## src/rtl/prog_loader_if.sv

```systemverilog
// prog_loader_if: byte-stream input and program-memory write/status bundle of the RAT program loader
interface prog_loader_if #(
  parameter int ADDR_W = 10,
  parameter int DATA_W = 18
);
  logic [7:0]        rx_data;
  logic              rx_valid;
  logic              rx_ready;
  logic              prog_we;
  logic [ADDR_W-1:0] prog_waddr;
  logic [DATA_W-1:0] prog_wdata;
  logic              mcu_hold;
  logic              busy;
  logic              load_done;
  logic              load_err;
  modport master (
    output rx_data, rx_valid,
    input  rx_ready, prog_we, prog_waddr, prog_wdata, mcu_hold, busy, load_done, load_err
  );
  modport slave (
    input  rx_data, rx_valid,
    output rx_ready, prog_we, prog_waddr, prog_wdata, mcu_hold, busy, load_done, load_err
  );
endinterface

```

## src/rtl/prog_loader.sv

```systemverilog
// prog_loader: loads a sync/count/3-byte-word/XOR-checksum frame into program memory, holding the MCU in reset meanwhile
module prog_loader #(
  parameter int          ADDR_W      = 10,
  parameter int          DATA_W      = 18,
  parameter logic [7:0]  SYNC_BYTE   = 8'hA5,
  parameter int          TIMEOUT_CYC = 1_000_000
) (
  input logic         prog_clk,
  input logic         rst,
  prog_loader_if.slave bus
);
  typedef enum logic [3:0] {IDLE, CNT_HI, CNT_LO, B2, B1, B0, WRITE, CHK, DONE, ERR} state_t;
  localparam int TW = $clog2(TIMEOUT_CYC + 1);
  state_t            state, nxt;
  logic [TW-1:0]     timer;
  logic [ADDR_W-1:0] cnt, waddr;
  logic [7:0]        chk, b2, b1;
  logic [23:0]       word;
  logic              acc, sync, timed, tout;
  assign bus.rx_ready  = state != WRITE && state != DONE;
  assign bus.prog_we   = state == WRITE;
  assign bus.busy      = state != IDLE && state != ERR;
  assign bus.load_done = state == DONE;
  assign bus.load_err  = state == ERR;
  assign acc   = bus.rx_valid & bus.rx_ready;
  assign sync  = acc && bus.rx_data == SYNC_BYTE;
  assign timed = state inside {CNT_HI, CNT_LO, B2, B1, B0, CHK};
  assign tout  = timed && !acc && timer == TW'(TIMEOUT_CYC - 1);
  assign word  = {b2, b1, bus.rx_data};
  always_comb begin
    nxt = state;
    case (state)
      IDLE, ERR: nxt = sync ? CNT_HI : state;
      CNT_HI:    nxt = acc ? CNT_LO : state;
      CNT_LO:    nxt = acc ? B2 : state;
      B2:        nxt = acc ? B1 : state;
      B1:        nxt = acc ? B0 : state;
      B0:        nxt = acc ? WRITE : state;
      WRITE:     nxt = waddr == cnt ? CHK : B2;
      CHK:       nxt = acc ? (bus.rx_data == chk ? DONE : ERR) : state;
      DONE:      nxt = IDLE;
      default:   nxt = IDLE;
    endcase
    if (tout) nxt = ERR;
  end
  always_ff @(posedge prog_clk or posedge rst) begin
    if (rst) begin
      state          <= IDLE;
      timer          <= '0;
      cnt            <= '0;
      waddr          <= '0;
      chk            <= '0;
      b2             <= '0;
      b1             <= '0;
      bus.prog_waddr <= '0;
      bus.prog_wdata <= '0;
      bus.mcu_hold   <= 1'b0;
    end else begin
      state <= nxt;
      timer <= (acc || !timed) ? '0 : timer + 1'b1;
      if (sync && (state == IDLE || state == ERR)) begin
        bus.mcu_hold <= 1'b1;
        chk          <= '0;
        waddr        <= '0;
      end
      if (state == DONE) bus.mcu_hold <= 1'b0;
      if (acc && state inside {CNT_HI, CNT_LO, B2, B1, B0}) chk <= chk ^ bus.rx_data;
      if (acc && state == CNT_HI) cnt[ADDR_W-1:8] <= bus.rx_data[ADDR_W-9:0];
      if (acc && state == CNT_LO) cnt[7:0] <= bus.rx_data;
      if (acc && state == B2) b2 <= bus.rx_data;
      if (acc && state == B1) b1 <= bus.rx_data;
      if (acc && state == B0) begin
        bus.prog_waddr <= waddr;
        bus.prog_wdata <= word[DATA_W-1:0];
      end
      if (state == WRITE) waddr <= waddr + 1'b1;
    end
  end
endmodule

```

## src/flat_wrapper.sv

```systemverilog
// flat-port wrapper written by rule: the top's interface ports become plain ports
module prog_loader_flat 
#(
  parameter int          ADDR_W      = 10,
  parameter int          DATA_W      = 18,
  parameter logic [7:0]  SYNC_BYTE   = 8'hA5,
  parameter int          TIMEOUT_CYC = 1_000_000
)
  (prog_clk, rst, bus_rx_data, bus_rx_valid, bus_rx_ready, bus_prog_we, bus_prog_waddr, bus_prog_wdata, bus_mcu_hold, bus_busy, bus_load_done, bus_load_err);
  prog_loader_if #(.ADDR_W(ADDR_W), .DATA_W(DATA_W)) bus_i ();
  input logic prog_clk;
  input logic rst;
  input wire logic [$bits(bus_i.rx_data)-1:0] bus_rx_data;
  input wire logic [$bits(bus_i.rx_valid)-1:0] bus_rx_valid;
  output wire logic [$bits(bus_i.rx_ready)-1:0] bus_rx_ready;
  output wire logic [$bits(bus_i.prog_we)-1:0] bus_prog_we;
  output wire logic [$bits(bus_i.prog_waddr)-1:0] bus_prog_waddr;
  output wire logic [$bits(bus_i.prog_wdata)-1:0] bus_prog_wdata;
  output wire logic [$bits(bus_i.mcu_hold)-1:0] bus_mcu_hold;
  output wire logic [$bits(bus_i.busy)-1:0] bus_busy;
  output wire logic [$bits(bus_i.load_done)-1:0] bus_load_done;
  output wire logic [$bits(bus_i.load_err)-1:0] bus_load_err;
  assign bus_i.rx_data = bus_rx_data;
  assign bus_i.rx_valid = bus_rx_valid;
  assign bus_rx_ready = bus_i.rx_ready;
  assign bus_prog_we = bus_i.prog_we;
  assign bus_prog_waddr = bus_i.prog_waddr;
  assign bus_prog_wdata = bus_i.prog_wdata;
  assign bus_mcu_hold = bus_i.mcu_hold;
  assign bus_busy = bus_i.busy;
  assign bus_load_done = bus_i.load_done;
  assign bus_load_err = bus_i.load_err;
  prog_loader #(.ADDR_W(ADDR_W), .DATA_W(DATA_W), .SYNC_BYTE(SYNC_BYTE), .TIMEOUT_CYC(TIMEOUT_CYC)) u_core (.prog_clk(prog_clk), .rst(rst), .bus(bus_i));
endmodule
```

## config.mk

```make
export PLATFORM = sky130hd
export DESIGN_NAME = prog_loader_flat
export DESIGN_NICKNAME = d
export VERILOG_FILES = /design/src/rtl/prog_loader_if.sv /design/src/rtl/prog_loader.sv /design/src/flat_wrapper.sv
export SDC_FILE = /design/constraint.sdc
export NUM_CORES = 1
export LEC_CHECK = 0
export BUFFER_PORTS_ARGS = -buffer_cell sky130_fd_sc_hd__buf_2
export CAP_MARGIN = 20
export CORE_MARGIN = 2
export CORE_UTILIZATION = 34
export CTS_BUF_LIST = sky130_fd_sc_hd__clkbuf_2
export CTS_CLUSTER_DIAMETER = 40
export DETAILED_ROUTE_END_ITERATION = 7
export PLACE_DENSITY = 0.59
export SYNTH_ARGS = -nofsm -noshare
export SYNTH_HDL_FRONTEND = slang
export SYNTH_SLANG_ARGS = --single-unit
```

## constraint.sdc

```tcl
create_clock -name prog_clk -period 4.9 [get_ports prog_clk]
set_input_delay 0 -clock prog_clk [delete_from_list [all_inputs] [get_ports prog_clk]]
set_output_delay 0 -clock prog_clk [all_outputs]
set_load 0.1 [all_outputs]
```

Word level (Yosys, flattened, before mapping) --
Cells that the tools add are included.
Word-level totals: register bits 91, word-level logic and storage cells 81, output and inout bits 34
Operators by class: bitwise operators 2, mux-type cells 18, equal/unequal tests 23, add/sub/neg operators 2, reductions and logical operators 25
Operators with widths (count):
- $mux 4 | 8
- $pmux 4 s8 | 1
- $ne 3x1->1 const B | 7
- $add 20x1->20 const B | 1
- $eq 20x20->1 const B | 1
- $mux 10 | 2
- $mux 20 | 1
- $eq 4x3->1 const B | 4
- $mux 8 | 2
- $logic_and 1x1->1 | 12
- $add 10x1->10 const B | 1
- $eq 10x10->1 | 1
- $eq 4x2->1 const B | 2
- $eq 4x4->1 const B | 2
- $eq 8x8->1 | 1
- $eq 8x8->1 const B | 1
- $ne 4x4->1 const B | 2
- $xor 8x8->8 | 1
- $reduce_and 7->1 | 1
- $reduce_bool 2->1 | 3
- $reduce_bool 6->1 | 1
- $reduce_bool 5->1 | 1
- $eq 4x1->1 const B | 1
- $logic_not 4->1 | 1
- other kinds (8) | 12

Logic depth before layout (Yosys ltp) --
Gate-level depths: netlist of the first run.
word-level depth 8, gate-level depth with buffers 8, gate-level depth less buffers 7

Worst setup path after synthesis of the first run --
Ideal clock, no wire load.
path kind reg-to-reg, start point reg u_core.state[0], end point reg u_core.state[3], stages on the path, launching flop included 6, data required time 4.782 ns, library setup time 0.118 ns, arrival time 2.685 ns, period minus slack after synthesis 2.803 ns, setup slack 2.097 ns, path through dfrtp_1 -> nor4b_4 -> nor2_4 -> a22o_1 -> nand2b_1 -> a21o_1
On the way: longest elaborated chain between the ends 8, elaborated cells on any way between the ends 29
Ends and longest elaborated chain:
- start, declared | RTL line prog_loader.sv:14 | state_t state, nxt;
- start signal, assigned | RTL line prog_loader.sv:59 | state <= nxt;
- $ne 4x3->1 or $ne 4x4->1 (tied branches) | RTL line prog_loader.sv:20 | assign bus.rx_ready = state != WRITE && state != DONE;
- $logic_and 1x1->1 (*) | RTL line prog_loader.sv:20
- named net bus_rx_ready | RTL line flat_wrapper.sv:15 | output wire logic [$bits(bus_i.rx_ready)-1:0] bus_rx_ready;
- $and 1x1->1 (*) | RTL line prog_loader.sv:25 | assign acc = bus.rx_valid & bus.rx_ready;
- $logic_not 1->1 | RTL line prog_loader.sv:28 | assign tout = timed && !acc && timer == TW'(TIMEOUT_CYC - 1);
- $logic_and 1x1->1 (2 in a row) | RTL line prog_loader.sv:28
- $ne 3x1->1 (no source line)
- $reduce_and 7->1 (no source line)
Mark *: on every way through the listed nets, which the timed path passes. The rest lies on a longest branch. A chain may end at the register's enable or synchronous reset.

Final worst setup path of the first run --
start point reg u_core.state[1], end point out bus_prog_we
On the way: longest elaborated chain between the ends 1
Ends and longest elaborated chain:
- $eq 4x3->1 | RTL line prog_loader.sv:21 | assign bus.prog_we = state == WRITE;
- end, declared | RTL line flat_wrapper.sv:16 | output wire logic [$bits(bus_i.prog_we)-1:0] bus_prog_we;
No other way between the ends.

==> results of run 1 <==
Yosys cell counts (7+ instances only):
cell / instances / area [um^2]
nor3_1: 7 / 35.0
nor2_1: 34 / 128
mux2_1: 8 / 90.1
nand3_1: 14 / 70.1
o21ai_1: 8 / 40.0
nand2_1: 29 / 109
mux2_2: 39 / 439
o21ai_0: 20 / 100
xor2_1: 8 / 70.1
dfrtp_1: 91 / 2280
xnor2_1: 30 / 263
nand4_1: 7 / 43.8
stage by stage:
stage	cells	area [um^2]	hold WS, ns
global placement	583	4720	0.0869
detailed placement	583	4720	0.109
finish	611	4970	0.297
floorplan	377	4340	0.127
global route	611	4970	0.237
CTS	610	4970	0.231
final cells by class:
type                       count  share of cell area (%)
clock inverter                 7                    1.99
sequential                    91                    45.8
antenna                        1                  0.0503
multi-input combinational    265                    39.2
clock buffer                   9                   0.906
tap                          172                    4.33
inverter                       8                   0.679
timing repair buffer          58                    7.09
kinds of logic (layout without fill, tap and decap cells):
family | Yosys count | in the layout | synth area share (%)
flops | 91 | 91 | 52.5
mux | 48 | 48 | 12.4
buf+inv | 21 | 82 | 2.60
compound gates | 46 | 46 | 6.52
xor+xnor | 39 | 39 | 8.05
fa+ha+maj | 2 | 2 | 0.577
simple gates | 130 | 130 | 17.3
other cells | 0 | 1 | 0
final timing paths:
check                                            start                           to  slack, ns  depth (start not counted)
hold reg to reg              u_core.chk[6]$_DFFE_PP0P_    u_core.chk[6]$_DFFE_PP0P_       0.51                          1
max in group asynchronous                          rst    u_core.cnt[8]$_DFFE_PP0P_       3.17                          5
min in group asynchronous                          rst  u_core.waddr[8]$_DFFE_PP0P_       0.58                          4
setup reg to reg           u_core.state[2]$_DFFE_PP0P_  u_core.state[0]$_DFFE_PP0P_       2.74                          5
setup / recovery           u_core.state[1]$_DFFE_PP0P_                  bus_prog_we       2.55                          4
hold / removal                          bus_rx_data[7]     u_core.b1[7]$_DFFE_PP0P_       0.30                          3
worst max-delay path, cell delays in order, from the launching register on:
cell	delay [ns]
dfrtp_1	0.76
nor2b_4	0.29
nand3_4	0.13
inv_4	0.19
buf_2	0.45
metal layers:
metal	vias to the layer above	part of all wire, %
met1	1476	47
met4	0	2.4
li1	1429	-
met2	54	48
met5	-	0
met3	16	2.5
flip-flops by register name, indices dropped and copies added (netlist names):
register               cells
u_core.b1                  8
u_core.waddr              10
u_core.bus.mcu_hold        1
u_core.bus.prog_wdata     18
u_core.chk                 8
u_core.b2                  2
u_core.bus.prog_waddr     10
u_core.state               4
u_core.timer              20
u_core.cnt                10
power breakdown:
part | switching [mW] | total (mW) | internal, mW
logic | 1.19 | 1.65 | 0.463
clock network | 0.267 | 0.439 | 0.172
registers | 0.246 | 1.24 | 0.997
total | 1.70 | 3.34 | 1.63
cells in the final DEF, fill, tap and decap left out, types with 2 or more instances in the layout:
cell | Yosys | layout
dfrtp_1 | 91 | 91
buf_2 | 6 | 44
mux2_2 | 39 | 39
nor2_1 | 34 | 34
xnor2_1 | 30 | 30
nand2_1 | 29 | 29
o21ai_0 | 20 | 20
nand3_1 | 14 | 14
dlygate4sd3_1 | 0 | 11
clkbuf_2 | 1 | 9
o21ai_1 | 8 | 8
xor2_1 | 8 | 8
mux2_1 | 8 | 8
nand4_1 | 7 | 7
nor3_1 | 7 | 7
a21oi_1 | 6 | 6
and3_1 | 6 | 6
or3_1 | 5 | 5
and4_1 | 4 | 4
inv_1 | 5 | 4
buf_4 | 2 | 3
inv_2 | 2 | 2
nor4_1 | 2 | 2
a31oi_1 | 2 | 2
and2_1 | 2 | 2
a21o_1 | 2 | 2
clkinv_2 | 0 | 2
ha_1 | 2 | 2
bufinv_16 | 0 | 2
inv_6 | 0 | 2
timing repair:
item	CTS	global route
endpoints found under the hold margin	77	0
hold buffers	11	0
setup buffers	0	0
gates resized for setup	0	0
==> results.json, run 1 <==
{
  "met1_usage_pct": 19.2,
  "multiInputGateArea_mm2": 0.00195,
  "gr-total-overflow": 0,
  "power.leakage_nw": 2.20,
  "rsz0062_at_grt": "false",
  "yosysWarnings": 0,
  "crit_required_ns": 4.90,
  "clock_path_buffers": 2,
  "power.total_mw": 3.34,
  "wire_per_inst_um": 14.7,
  "grt_pass1_vias": 2924,
  "drcViolationCount": 0,
  "syn_to_final_growth_pct": 14.7,
  "htreeDepth": 3,
  "skew_ns": 0.0418,
  "grt.total_usage_pct": 14.3,
  "hold_viol": 0,
  "synth_area_mm2": 0.00434,
  "port-buffer-count": 44,
  "setup_viol": 0,
  "register_area_mm2": 0.00228,
  "busiest_layer": "met2",
  "power_density_mw_per_mm2": 671,
  "wl_mm": 9.00,
  "place.gp.congestion": 0.822,
  "io_pins": 45,
  "layout-drive-gt1-share_pct": 28.3,
  "drtPass1Iterations": 4,
  "grt_antenna_before_repair": 1,
  "min_period_over_period_pct": 48.0,
  "cts.clk_slew.worst_paths_ns": 0.28,
  "root_buffer": "clkbuf_2",
  "tightest_slew_ns": 0.718,
  "grt_max_degree": 56,
  "max_freq_mhz": 425,
  "initial_utilization_pct": 34.7,
  "crit_fanout": 12,
  "fp.dieH_um": 117,
  "finalCriticalPeriod_ns": 2.35,
  "ys_seq_elements": 91,
  "die-area_mm2": 0.0137,
  "synth_area_per_cell_um2": 11.5,
  "dp_hpwl_mm": 6.25,
  "chipWidth_um": 117,
  "crit_arrival_ns": 2.35,
  "cts_tree": "built",
  "place_ws_ns": 2.83,
  "vias_per_cell": 4.87,
  "grt_use_met3_pct": 2.57,
  "synthFlopType": "dfrtp_1",
  "grt_pass1_wl_mm": 15.1,
  "synth_nets": 390,
  "worstHoldPathType": "in2reg",
  "coreArea_mm2": 0.0125,
  "worstSetupEndpointType": "primary output",
  "ir_drop_mv": 0.370,
  "cts_buffers": 9,
  "use_met2_pct": 22.9,
  "yosysUniqueCellTypes": 59,
  "clock-sinks": 91,
  "postRouteAntennaNets": 0,
  "fin_ws_ns": 2.55,
  "setup.worst_path.start_class": "flop",
  "first_iter_violations": 171,
  "yosysSeqAreaShare_pct": 52.5,
  "max-slew-margin-rel_pct": 52.2,
  "fillers": 1246,
  "drv_cap": 0,
  "via_count": 2975,
  "rows": 41,
  "fin_nets": 446,
  "tns_ns": 0,
  "syn_inst": 377,
  "ys_async_sr_fraction_pct": 100,
  "criticalPathCategory": "reg2out",
  "synth_edf_count": 0,
  "slew_viol_final": 0,
  "insertion_delay_ns": 0.55,
  "status": "finished, final reports clean",
  "utilization_pct": 39.7
}
No activity file was read; power rests on OpenSTA's default activity.
==> inputs of run 2 (changes only) <==
--- a/config.mk
+++ b/config.mk
@@ -5,6 +5,7 @@
 export SDC_FILE = /design/constraint.sdc
 export NUM_CORES = 1
 export LEC_CHECK = 0
+export ABC_AREA = 1
 export BUFFER_PORTS_ARGS = -buffer_cell sky130_fd_sc_hd__buf_2
 export CAP_MARGIN = 20
 export CORE_MARGIN = 2
@@ -12,7 +13,7 @@
 export CTS_BUF_LIST = sky130_fd_sc_hd__clkbuf_2
 export CTS_CLUSTER_DIAMETER = 40
 export DETAILED_ROUTE_END_ITERATION = 7
-export PLACE_DENSITY = 0.59
+export PLACE_DENSITY = 0.61
 export SYNTH_ARGS = -nofsm -noshare
 export SYNTH_HDL_FRONTEND = slang
 export SYNTH_SLANG_ARGS = --single-unit
==> constraint.sdc (replaced) <==
create_clock -name prog_clk -period 2.1 [get_ports prog_clk]
set_input_delay 0 -clock prog_clk [delete_from_list [all_inputs] [get_ports prog_clk]]
set_output_delay 0 -clock prog_clk [all_outputs]
set_load 0.1 [all_outputs]
==> run 2 against run 1 <==
Net effect:
- synthesized cell count is 36% higher
- critical path depth is the same
- non-clock buffer count rose by 5
- critical path type unchanged
- critical endpoint is now bus_load_err
- sequential share of layout area fell by 1.0 points
- cell count rose by 24%
==> results.json, run 2 <==
{
  "status": "finished, final reports clean",
  "fin_ws_ns": 0.167,
  "synth_top_cells_by_area": "dfrtp_1 53%, nand2_1 11%, nor2_1 6.5%",
  "chipWidth_um": 117,
  "setup.worst_path.start_class": "flop",
  "grt.total_usage_pct": 15.4,
  "max_stage_delay_ns": 0.50,
  "first_iter_violations": 253,
  "fp.dieH_um": 117,
  "port-buffer-count": 44,
  "crit_arrival_ns": 1.93,
  "place.gp.congestion": 0.822,
  "worstHoldPathType": "in2async",
  "tightest_slew_ns": 0.524,
  "largest_register_ffs": 20,
  "criticalPathCategory": "reg2out",
  "dp_hpwl_mm": 7.08,
  "drcViolationCount": 0,
  "io_pins": 45,
  "initial_utilization_pct": 34.6,
  "yosysUniqueCellTypes": 30,
  "max_freq_mhz": 517,
  "cts_tree": "built",
  "layout_commonest_cell": "nand2_1",
  "max-slew-margin-rel_pct": 65.1,
  "hold_viol": 0,
  "rsz0062_at_grt": "false",
  "synth_area_mm2": 0.00433,
  "finish.instance_area_mm2": 0.00509,
  "ir_drop_mv": 0.473,
  "synth_area_per_cell_um2": 8.42,
  "cts.clk_slew.worst_paths_ns": 0.29,
  "layout-drive-gt1-share_pct": 18.7,
  "stdcell_count": 757,
  "min_period_over_period_pct": 92.1,
  "setup_viol": 0,
  "critical_path.cell_chain": "inv_2 > nand2_1 > nor2_4 > buf_2",
  "finalCriticalPeriod_ns": 1.93,
  "largest_registers": "u_core.timer: 20 flops, u_core.bus.prog_wdata: 18 flops",
  "wl_mm": 9.89,
  "syn_inst": 514,
  "clock-sinks": 91,
  "r2r_end": "u_core.bus.prog_wdata[7]$_DFFE_PP0P_",
  "ys_async_sr_fraction_pct": 100,
  "grt_antenna_before_repair": 1,
  "post_dp_cell_area_mm2": 0.00484,
  "crit_required_ns": 2.10,
  "rows": 41,
  "synthFlopType": "dfrtp_1",
  "use_met2_pct": 23.7,
  "worstSetupEndpointType": "primary output",
  "synth_nets": 527,
  "grt_pass1_vias": 3288,
  "cts_buffers": 9,
  "grt_use_met3_pct": 3.19,
  "final_cell_mix": "123 x nand2_1, 90 x dfrtp_1, 71 x nor2_1",
  "yosysTopAreaCell": "dfrtp_1",
  "via_count": 3530,
  "largest-register": "u_core.timer",
  "whs_ns": 0.0401,
  "drtPass1Iterations": 4,
  "syn_to_final_growth_pct": 17.6,
  "critical_path.slowest_cell": "dfrtp_1",
  "fin_nets": 592,
  "busiest_layer": "met2",
  "wire_per_inst_um": 13.1,
  "vias_per_cell": 4.66,
  "yosysSeqAreaShare_pct": 52.6,
  "dp.cells": 728,
  "clock_path_buffers": 2,
  "synth_top_cells_by_count": "123 x nand2_1, 91 x dfrtp_1, 75 x nor2_1",
  "timing.reg2reg.setup_slack_ns": 0.22,
  "slew_viol_final": 0,
  "timing.rr.start": "u_core.state[1]$_DFFE_PP0P_",
  "htreeDepth": 3,
  "ys_seq_elements": 91,
  "synth_top_cell_area_share_pct": 52.6,
  "worstPathBufferInverterCount": 2,
  "power.leakage_nw": 2.42,
  "drv_cap": 0,
  "yosysMostFrequentCell": "nand2_1",
  "gr-total-overflow": 0,
  "met1_usage_pct": 21.2,
  "coreArea_mm2": 0.0125,
  "grt_pass1_wl_mm": 16.2,
  "skew_ns": 0.0343,
  "insertion_delay_ns": 0.59,
  "place_ws_ns": 0.279,
  "postRouteAntennaNets": 0,
  "reg2reg_depth": 7,
  "die-area_mm2": 0.0136,
  "grt_max_degree": 92,
  "root_buffer": "clkbuf_2",
  "power_density_mw_per_mm2": 1590,
  "tns_ns": 0,
  "yosysWarnings": 0,
  "synth_edf_count": 0,
  "cp_top_family": "buffers and inverters",
  "crit_fanout": 7
}
run 2: per-stage QoR:
step / power, mW / util, %
6_report: 8.08 / 40.6
5_1_grt: 8.62 / 40.6
4_1_cts: 8.14 / 40.6
3_5_place_dp: 7.23 / 38.7
3_3_place_gp: 7.14 / 38.7
2_1_floorplan: 6.39 / -
run 2: kinds of logic after synthesis:
family | Yosys count | synth area share [%]
adders and majority gates | 2 | 0.578
AOI/OAI and AO/OA | 74 | 8.85
and+or+nand+nor | 252 | 25.1
DFF | 91 | 52.6
xor gates and xnor gates | 17 | 3.44
muxes | 14 | 3.64
buffers and inverters | 64 | 5.78
run 2: how the worst max path moves through the flow:
stage                                start  slack, ns  depth (start not counted)                          end
6_report       u_core.state[1]$_DFFE_PP0P_       0.17                          4                 bus_load_err
5_1_grt        u_core.state[0]$_DFFE_PP0P_       0.01                          6                 bus_rx_ready
4_1_cts        u_core.state[0]$_DFFE_PP0P_       0.02                          6                 bus_rx_ready
3_5_place_dp   u_core.state[0]$_DFFE_PP0P_       0.28                         10  u_core.state[0]$_DFFE_PP0P_
3_3_place_gp   u_core.state[0]$_DFFE_PP0P_       0.29                         10  u_core.state[0]$_DFFE_PP0P_
2_1_floorplan  u_core.state[0]$_DFFE_PP0P_       0.07                          9  u_core.state[0]$_DFFE_PP0P_
run 2: where the power goes:
part | switching (mW) | internal [mW]
clock network | 0.679 | 0.190
logic | 3.32 | 1.02
registers | 0.492 | 2.38
total | 4.49 | 3.59
run 2: layout make-up:
type	count	area (um^2)
fillers	1259	7430
flip-flops and latches	91	2280
multi-input cells	359	1830
repair buffers	63	444
well taps	172	215
inverters	55	210
clock inverters	7	65.1
clock buffers	9	45.0
diodes	1	2.50
run 2: worst reg2reg max path, stage by stage (launching register included):
cell and delay, ns:
dfrtp_1 0.50, inv_2 0.14, nand3_1 0.14, nor2_4 0.13, buf_12 0.22, nor2_1 0.09, a21oi_1 0.11, dlygate4sd3_1 0.55
run 2: timing repair:
action	4_1_cts	5_1_grt
hold endpoints to repair	137	0
gates resized for setup	2	3
buffers inserted	0	0
gates cloned	0	0
endpoints found under the setup margin	2	3
hold buffers	12	0
run 2: routing by layer:
layer	vias up	share of wire, %
met4	0	1.6
met3	13	3.9
met5	-	0
li1	1780	-
met1	1667	47
met2	70	47
